==> src/rtl/fir_pkg.sv <==
// fir_pkg
// Shared definitions for the time-multiplexed FIR filter:
//   state_t   - controller state encoding (IDLE / MAC / OUT)
//   Q15_SHIFT - default output shift for Q15 coefficients
//   clog2     - constant-foldable ceiling log2 used for address widths
package fir_pkg;

  typedef enum logic [1:0] {
    ST_IDLE = 2'd0,
    ST_MAC  = 2'd1,
    ST_OUT  = 2'd2
  } state_t;

  localparam int Q15_SHIFT = 15;

  function automatic int clog2(input int value);
    int result;
    int v;
    result = 0;
    v      = value - 1;
    while (v > 0) begin
      result++;
      v = v >> 1;
    end
    return result;
  endfunction

endpackage

==> src/rtl/fir_round_sat.sv <==
// fir_round_sat
// Combinational output stage: round half toward +inf, arithmetic shift right
// by OUT_SHIFT, then clamp to the signed OUTPUT_WIDTH range.
// Ports:
//   acc    in  ACC_WIDTH     signed accumulator value
//   result out OUTPUT_WIDTH  rounded, shifted, saturated value
module fir_round_sat
  import fir_pkg::*;
#(
  parameter int ACC_WIDTH    = 40,
  parameter int OUTPUT_WIDTH = 16,
  parameter int OUT_SHIFT    = Q15_SHIFT
) (
  input  logic signed [ACC_WIDTH-1:0]    acc,
  output logic signed [OUTPUT_WIDTH-1:0] result
);

  // One guard bit so the rounding add can never wrap.
  localparam int HALF_POS = (OUT_SHIFT > 0) ? OUT_SHIFT - 1 : 0;
  localparam logic [ACC_WIDTH:0] ONE = 1;
  localparam logic signed [ACC_WIDTH:0] HALF =
    (OUT_SHIFT > 0) ? signed'(ONE << HALF_POS) : '0;
  localparam logic signed [ACC_WIDTH:0] SAT_MAX =
    {{(ACC_WIDTH + 2 - OUTPUT_WIDTH){1'b0}}, {(OUTPUT_WIDTH - 1){1'b1}}};
  localparam logic signed [ACC_WIDTH:0] SAT_MIN =
    {{(ACC_WIDTH + 2 - OUTPUT_WIDTH){1'b1}}, {(OUTPUT_WIDTH - 1){1'b0}}};

  logic signed [ACC_WIDTH:0] acc_ext;
  logic signed [ACC_WIDTH:0] sum;
  logic signed [ACC_WIDTH:0] rounded;

  assign acc_ext = {acc[ACC_WIDTH-1], acc};
  assign sum     = acc_ext + HALF;
  assign rounded = sum >>> OUT_SHIFT;

  always_comb begin
    result = rounded[OUTPUT_WIDTH-1:0];
    if (rounded > SAT_MAX) begin
      result = SAT_MAX[OUTPUT_WIDTH-1:0];
    end else if (rounded < SAT_MIN) begin
      result = SAT_MIN[OUTPUT_WIDTH-1:0];
    end
  end

endmodule

==> src/rtl/fir_filter_tdm.sv <==
// fir_filter_tdm
// Time-multiplexed FIR filter: NUM_TAPS-deep circular history, a single
// multiply-accumulate unit stepping through one tap per cycle, and a
// runtime-writable coefficient file.
// Ports:
//   aclk, rst_i            clock, synchronous active-high reset
//   s_axis_*               AXI-Stream sample input (tdata, tvalid, tlast, tready)
//   m_axis_*               AXI-Stream result output (tdata, tvalid, tlast, tready)
//   coeff_wr_en/addr/data  coefficient write port, coeff_wr_ready = accepted
//
// state | meaning
// IDLE  | waiting for a sample; coefficient writes accepted
// MAC   | accumulating b[k]*x[n-k], one tap per cycle, N cycles
// OUT   | result held on the master port until downstream accepts it
module fir_filter_tdm
  import fir_pkg::*;
#(
  parameter int NUM_TAPS     = 31,
  parameter int COEFF_WIDTH  = 16,
  parameter int INPUT_WIDTH  = 16,
  parameter int OUTPUT_WIDTH = 16,
  parameter int ACC_WIDTH    = 40,
  parameter int OUT_SHIFT    = Q15_SHIFT
) (
  input  logic                             aclk,
  input  logic                             rst_i,
  input  logic signed [INPUT_WIDTH-1:0]    s_axis_tdata,
  input  logic                             s_axis_tvalid,
  input  logic                             s_axis_tlast,
  output logic                             s_axis_tready,
  output logic signed [OUTPUT_WIDTH-1:0]   m_axis_tdata,
  output logic                             m_axis_tvalid,
  output logic                             m_axis_tlast,
  input  logic                             m_axis_tready,
  input  logic                             coeff_wr_en,
  input  logic [clog2(NUM_TAPS)-1:0]       coeff_wr_addr,
  input  logic signed [COEFF_WIDTH-1:0]    coeff_wr_data,
  output logic                             coeff_wr_ready
);

  localparam int AW = clog2(NUM_TAPS);
  localparam int PW = COEFF_WIDTH + INPUT_WIDTH;
  localparam logic [AW-1:0] LAST_TAP = AW'(NUM_TAPS - 1);

  if (NUM_TAPS < 2) begin : g_taps_check
    $error("fir_filter_tdm: NUM_TAPS must be at least 2");
  end
  if (ACC_WIDTH < PW + AW) begin : g_acc_check
    $error("fir_filter_tdm: ACC_WIDTH too narrow for NUM_TAPS full-width products");
  end

  state_t state, state_nx;

  logic signed [INPUT_WIDTH-1:0]  hist  [NUM_TAPS];
  logic signed [COEFF_WIDTH-1:0]  coeff [NUM_TAPS];
  logic [AW-1:0]                  wptr;
  logic [AW-1:0]                  tap;
  logic [AW-1:0]                  rd_base;
  logic [AW-1:0]                  rd_idx;
  logic signed [ACC_WIDTH-1:0]    acc;
  logic signed [ACC_WIDTH-1:0]    acc_sum;
  logic signed [PW-1:0]           coeff_ext;
  logic signed [PW-1:0]           sample_ext;
  logic signed [PW-1:0]           prod;
  logic signed [OUTPUT_WIDTH-1:0] result;
  logic                           last_q;

  always_ff @(posedge aclk) begin
    if (rst_i) begin
      state <= ST_IDLE;
    end else begin
      state <= state_nx;
    end
  end

  always_comb begin
    state_nx       = state;
    s_axis_tready  = 1'b0;
    coeff_wr_ready = 1'b0;
    case (state)
      ST_IDLE: begin
        s_axis_tready  = 1'b1;
        coeff_wr_ready = 1'b1;
        if (s_axis_tvalid) state_nx = ST_MAC;
      end
      ST_MAC: begin
        if (tap == LAST_TAP) state_nx = ST_OUT;
      end
      ST_OUT: begin
        if (m_axis_tready) state_nx = ST_IDLE;
      end
      default: state_nx = ST_IDLE;
    endcase
  end

  // x[n-k] lives at (wptr - k) mod N; when the AW-bit difference goes
  // negative, adding N modulo 2^AW lands back in 0..N-1.
  always_comb begin
    rd_base = wptr - tap;
    rd_idx  = (tap > wptr) ? rd_base + AW'(NUM_TAPS) : rd_base;
  end

  always_comb begin
    coeff_ext  = {{INPUT_WIDTH{coeff[tap][COEFF_WIDTH-1]}}, coeff[tap]};
    sample_ext = {{COEFF_WIDTH{hist[rd_idx][INPUT_WIDTH-1]}}, hist[rd_idx]};
    prod       = coeff_ext * sample_ext;
    acc_sum    = acc + {{(ACC_WIDTH - PW){prod[PW-1]}}, prod};
  end

  // Fed with acc_sum so the last tap's product is included on the OUT entry edge.
  fir_round_sat #(
    .ACC_WIDTH   (ACC_WIDTH),
    .OUTPUT_WIDTH(OUTPUT_WIDTH),
    .OUT_SHIFT   (OUT_SHIFT)
  ) u_round_sat (
    .acc   (acc_sum),
    .result(result)
  );

  always_ff @(posedge aclk) begin
    if (rst_i) begin
      for (int i = 0; i < NUM_TAPS; i++) begin
        hist[i]  <= '0;
        coeff[i] <= '0;
      end
      wptr          <= '0;
      tap           <= '0;
      acc           <= '0;
      last_q        <= 1'b0;
      m_axis_tdata  <= '0;
      m_axis_tvalid <= 1'b0;
      m_axis_tlast  <= 1'b0;
    end else begin
      if (coeff_wr_en && coeff_wr_ready && (int'(coeff_wr_addr) < NUM_TAPS)) begin
        coeff[coeff_wr_addr] <= coeff_wr_data;
      end
      case (state)
        ST_IDLE: begin
          if (s_axis_tvalid) begin
            hist[wptr] <= s_axis_tdata;
            last_q     <= s_axis_tlast;
            tap        <= '0;
            acc        <= '0;
          end
        end
        ST_MAC: begin
          acc <= acc_sum;
          if (tap == LAST_TAP) begin
            tap           <= '0;
            m_axis_tdata  <= result;
            m_axis_tvalid <= 1'b1;
            m_axis_tlast  <= last_q;
          end else begin
            tap <= tap + AW'(1);
          end
        end
        ST_OUT: begin
          if (m_axis_tready) begin
            m_axis_tvalid <= 1'b0;
            wptr          <= (wptr == LAST_TAP) ? '0 : wptr + AW'(1);
          end
        end
        default: ;
      endcase
    end
  end

endmodule
==> config.mk <==
export PLATFORM = sky130hd
export DESIGN_NAME = fir_filter_tdm
export DESIGN_NICKNAME = d
export VERILOG_FILES = /design/src/rtl/fir_pkg.sv /design/src/rtl/fir_round_sat.sv /design/src/rtl/fir_filter_tdm.sv
export SDC_FILE = /design/constraint.sdc
export NUM_CORES = 2
export LEC_CHECK = 0
export BUFFER_PORTS_ARGS = -buffer_cell sky130_fd_sc_hd__clkbuf_2
export CORE_ASPECT_RATIO = 0.5
export CORE_UTILIZATION = 65
export DETAILED_ROUTE_END_ITERATION = 12
export PLACE_DENSITY = 0.82
export SETUP_SLACK_MARGIN = 0.3
export SYNTH_ARGS = -nofsm -noshare
export SYNTH_HDL_FRONTEND = slang
export SYNTH_SLANG_ARGS = --single-unit
==> constraint.sdc <==
create_clock -name aclk -period 31 [get_ports aclk]
set_clock_uncertainty 0.05 [all_clocks]
set_input_delay 3.1 -clock aclk [delete_from_list [all_inputs] [get_ports aclk]]
set_output_delay 3.1 -clock aclk [all_outputs]
set_load 0.02 [all_outputs]
# Yosys cells after proc, flatten, opt, wreduce, memory -nomap -nowiden
# Memory sizes are Yosys's and may differ from the RTL's. A register that Yosys moved wholly into a read port is not among the register bits.
# Index checks and enable logic that the tools add are counted.
# totals
reg_bits	71
ramBits	992
out_inout_bits	20
word_cells	75
memories	2
# memory_table
memory	words	width	rd	rd_clocked_by_memory_dff	wr	line	rtl
coeff	31	16	1	1	31	fir_filter_tdm.sv:55	logic signed [COEFF_WIDTH-1:0] coeff [NUM_TAPS];
hist	31	16	1	0	31	fir_filter_tdm.sv:54	logic signed [INPUT_WIDTH-1:0] hist [NUM_TAPS];
# classes
addsub	6
multipliers	1
n_lt_le_gt_ge	4
eq_ne	7
mux	34
reduce_logical	13
# ops
operator	count
case mux 40 bit (2 select lines)	1
two-way mux 16 bit	4
adder 40 x 16 -> 41 bit (second input constant)	1
adder 40 bit	1
two-way mux 40 bit	1
two-way mux 5 bit	8
multiplier 16 x 16 -> 32 bit	1
OR reduction 16 bit	2
> comparator 26 x 16 -> 1 bit (second input constant)	1
less-than comparator 26 x 16 -> 1 bit (second input constant)	1
two-way mux 1 bit	14
adder 5 x 1 -> 5 bit (second input constant)	2
equality test 5 bit (second input constant)	2
case mux 5 bit (2 select lines)	1
AND reduction 2 bit	4
two-way mux 2 bit	3
inequality test 2 bit (second input constant)	3
case mux 2 bit (3 select lines)	1
AND reduction 3 bit	2
adder 5 bit (second input constant)	1
> comparator 5 bit	1
less-than comparator 5 bit (second input constant)	1
subtractor 5 bit	1
nonzero test 2 bit	2
5 further kinds	6

# Depth between registers and ports, before layout
# An unclocked memory read counts as a cell.
# logic_depth
word_depth	10
mapped_depth	58
ltp_nobuf	53

# Modules after synthesis
# From an unflattened synthesis, not the netlist that was laid out.
# hier_totals
hier_cells	5013
area_unflattened_um2	64409.3
# by_module_without_submodules
module	instances	cells_each	area_each_um2
fir_filter_tdm	1	4901	63579.7
fir_round_sat	1	112	829.5

# Worst setup path after synthesis
# OpenSTA, ideal clock, no wires.
# synth_path
path_kind	flip-flop to flip-flop
start	reg tap[1]
end	reg m_axis_tdata[2]
setup_ps	79
arrival_time_ps	12768
setup_slack_ps	18103
path_stages_with_launch	52
n_path_buf	6
synth_period_minus_slack_ps	12897
path_cell_list	dfxtp_1 -> inv_1 -> ha_1 -> a21o_1 -> a21o_1 -> a21o_1 -> a21oi_1 -> xnor2_1 -> buf_2 -> buf_2 -> clkbuf_1 -> mux4_2 -> a211oi_1 -> a21oi_1 -> a21oi_1 -> buf_2 -> nor2_1 -> fa_1 -> [16 not listed] -> a21oi_1 -> and4_1 -> nor3_2 -> ha_1 -> clkbuf_1 -> a21o_1 -> a211oi_1 -> o2bb2ai_1 -> a31oi_4 -> xor2_1 -> nand4_2 -> or2_0 -> or4b_4 -> nand3_2 -> a31o_4 -> buf_12 -> nand2_2 -> a211oi_2
# synth_via
elab_chain_len	10
word_cells_on_any_way	14
classes_between	add/sub (4); mul (1); order compare (3); eq/ne (1); mux (3); reduce/logical (1); memory (1)
# synth_rtl
item	line	rtl
start: declaration	fir_filter_tdm.sv:57	logic [AW-1:0] tap;
start signal: assignment	fir_filter_tdm.sv:154	tap <= tap + AW'(1);
subtractor 5 bit	fir_filter_tdm.sv:99	rd_base = wptr - tap;
adder 5 bit	fir_filter_tdm.sv:100	rd_idx = (tap > wptr) ? rd_base + AW'(NUM_TAPS) : rd_base;
two-way mux 5 bit	fir_filter_tdm.sv:100	
memory (31 x 16 bit)	-	
multiplier 16 x 16 -> 32 bit	fir_filter_tdm.sv:106	prod = coeff_ext * sample_ext;
adder 40 bit	fir_filter_tdm.sv:107	acc_sum = acc + {{(ACC_WIDTH - PW){prod[PW-1]}}, prod};
adder 40 x 16 -> 41 bit	fir_round_sat.sv:33	assign sum = acc_ext + HALF;
less-than comparator 26 x 16 -> 1 bit	fir_round_sat.sv:40	end else if (rounded < SAT_MIN) begin
two-way mux 16 bit	fir_round_sat.sv:40	
two-way mux 16 bit	fir_round_sat.sv:38	if (rounded > SAT_MAX) begin
end signal: assignment	fir_filter_tdm.sv:150	m_axis_tdata <= result;
end: declaration	fir_filter_tdm.sv:31	output logic signed [OUTPUT_WIDTH-1:0] m_axis_tdata,
# Parallel ways exist; a longest one is shown, timed or not.
# A chain may end at the register's enable or synchronous reset.

# Worst setup path after layout
# Same ends and word-level chain as after synthesis.

==> flow_metrics.py <==
metrics = {
    "run_status": {
        "status": "finished, final reports clean",
    },
    "critical_path": {
        "required_ns": 31.50,
        "crit_fanout": 51,
        "start_kind": "flop",
        "arrival_ns": 16.06,
        "cp_common_cell": "inv_1",
        "slowest_stage": "o21ai_1",
        "path_class": "reg -> reg",
        "cpPeakStageDelay_ns": 0.99,
        "cp-end-kind": "flop",
    },
    "yosys": {
        "synthXorXnorAreaFrac_pct": 1.15,
        "synth_edf_count": 1024,
        "ys.warnings.count": 0,
        "synthAdderAreaFrac_pct": 11.1,
        "synth_top_family_by_area": "simple AND/OR/NAND/NOR gates",
        "netlist-cell-type-count": 98,
        "netlist_instances": 4731,
        "synth_compound_area_share_pct": 4.16,
        "synth_simple_gate_area_share_pct": 16.1,
        "syn_avg_cell_area_um2": 13.2,
        "synth_area_leaders": "edfxtp_1 49%, mux4_2 10%, and2_1 10%, fa_1 8.5%, ha_1 2.7%",
        "synth_flop_cell": "edfxtp_1",
        "yosysTopAreaCellShare_pct": 49.2,
        "synth-seq-cells": 1100,
        "async_flop_share_pct": 0,
        "synthMuxAreaShare_pct": 11.7,
        "synthesis.area_um2": 62500,
        "yosysSeqAreaShare_pct": 51.6,
        "synth_top_area_cell": "edfxtp_1",
    },
    "timing": {
        "worst_slew_pin_slew_ns": 1.25,
        "setup_viol": 0,
        "tns_ns": 0,
        "rsz0062_at_grt": "no",
        "finalCritPeriodShare_pct": 50.2,
        "fin_crit_ns": 15.57,
        "slew_viol_final": 0,
        "relSlewSlack_pct": 16.0,
        "max_freq_mhz": 64.2,
        "finalHoldViolations": 0,
        "layout_setup_ws_ns": 15.43,
    },
    "floorplan": {
        "rows": 79,
        "die_y_um": 221,
        "pin_count": 63,
        "initial_core_util_pct": 66.4,
        "coreArea_um2": 94100,
        "die-area_um2": 97500,
        "fp.dieW_um": 441,
    },
    "drt": {
        "drc": 0,
        "wirelength_um": 156000,
        "dr.pass1.iters": 6,
        "drt_iter0_drc": 3968,
        "vias_per_cell": 6.39,
        "wl_per_cell_um": 25.8,
        "via_count": 38521,
        "postRouteAntennaNets": 0,
    },
    "grt": {
        "grt_max_degree": 129,
        "grt.overflow.total": 0,
        "grt_pass1_vias": 39111,
        "grt_pass1_wl_um": 236000,
        "grt_use_total_pct": 32.5,
        "antenna_found_initial": 8,
    },
    "placement": {
        "gp_congestion": 0.924,
        "io_buffers": 62,
        "place_hpwl_um": 102000,
        "pre_cts_slack_ns": 15.60,
    },
    "cts": {
        "cts_tree": "done",
        "clock_path_buffers": 3,
        "ctsHoldBuffers": 0,
        "cts_resized": 0,
        "cts_max_level": 3,
        "clk-insertion-delay-late_ns": 0.71,
        "cts.sinks": 1100,
        "post_cts_buffers": 0,
        "cts_buffers": 96,
        "clockRootBuffer": "clkbuf_16",
        "path_clk_slew_ns": 0.07,
    },
    "cells_and_area": {
        "syn_to_final_growth_pct": 7.39,
        "final_nets": 5133,
        "drive_above_1_share_pct": 16.3,
        "antenna_cells": 0,
    },
    "worst_hold_path": {
        "holdCritPathClass": "reg -> reg",
    },
    "run": {
        "drv_cap": 0,
    },
}
## Yosys cell counts (38+ instances only)
cell type,instances
a21oi_1,97
and2_1,1010
buf_2,38
clkbuf_1,236
dfxtp_1,76
edfxtp_1,1024
fa_1,264
ha_1,134
inv_1,342
mux2i_1,48
mux4_2,288
nand2_1,184
nor2_1,273
nor2b_1,58
o21ai_0,44
or2_2,79
xnor2_1,59
## final cells by class
class                   count  area [um2]
flip-flops and latches   1100       32300
repair buffers            157        1050
well taps                1255        1570
inverters                 342        1280
multi-input cells        2995       27800
clock inverters            69         674
clock buffers             111        2460
fillers                  6130       27000
## cells by family after synthesis
group,after synthesis
and+or+nand+nor,1775
DFF,1100
buffers and inverters,651
adders and majority gates,398
muxes,367
AOI/OAI and AO/OA,358
xor gates and xnor gates,81
other,1
## critical path: cells and delay by family (launching register included)
family,cells,cell delay (ns)
flip-flops,1,0.40
AO/OA/AOI/OAI,19,6.26
multiplexers,3,1.21
adder cells (fa/ha/maj),9,3.71
buffers and inverters,7,1.42
AND/OR/NAND/NOR,8,1.93
XOR/XNOR,1,0.40
## per-stage QoR
step                std cells  utilization [%]  hold slack [ns]  instance area (um2)
floorplan                4746                -            0.382                62600
detailed placement       5849             68.0            0.407                64000
finish                   6029             71.3            0.419                67100
CTS                      6029             71.3            0.422                67100
global placement         5849             68.0            0.390                64000
global route             6029             71.3            0.439                67100
## final timing paths
path | start | endpoint | slack, ns | depth (start not counted)
setup reg to reg | tap[1]$_SDFFE_PP0P_ | m_axis_tdata[2]$_SDFFE_PP0P_ | 15.43 | 47
setup / recovery | tap[1]$_SDFFE_PP0P_ | m_axis_tdata[2]$_SDFFE_PP0P_ | 15.43 | 47
hold reg to reg | last_q$_SDFFE_PP0P_ | m_axis_tlast$_SDFFE_PP0P_ | 0.42 | 2
hold / removal | last_q$_SDFFE_PP0P_ | m_axis_tlast$_SDFFE_PP0P_ | 0.42 | 2
## flip-flops by register name (all words and copies together) (netlist names), named ones only
signal	cells
acc	40
m_axis_tlast	1
state	2
m_axis_tvalid	1
tap	5
wptr	5
last_q	1
hist	512
coeff	512
m_axis_tdata	16
## placed cells by master (no fill, tap or decap), drive strengths merged, types with 33 or more instances in the layout
cell type / n
mux2i: 48
fa: 264
nor2b: 59
nand3: 33
or2: 81
mux4: 288
xnor2: 59
a211oi: 43
nor2: 274
dfxtp: 76
edfxtp: 1024
clkinv: 49
ha: 134
and2: 1011
inv: 350
buf: 96
o21ai: 53
a21oi: 101
clkbuf: 172
nand2: 195
## routing by layer
metal,wire length (um),global-route usage [%],share of wire (%),vias up
met2,73200,51.0,47,2132
met5,37,0,0.024,-
met3,17700,7.05,11,376
li1,-,-,-,16454
met1,59200,45.5,38,19553
met4,5750,10.9,3.7,6
Power is left out: the tool's default activity adds up to more than one toggle a clock period on the data nets, which glitch-free logic cannot reach.
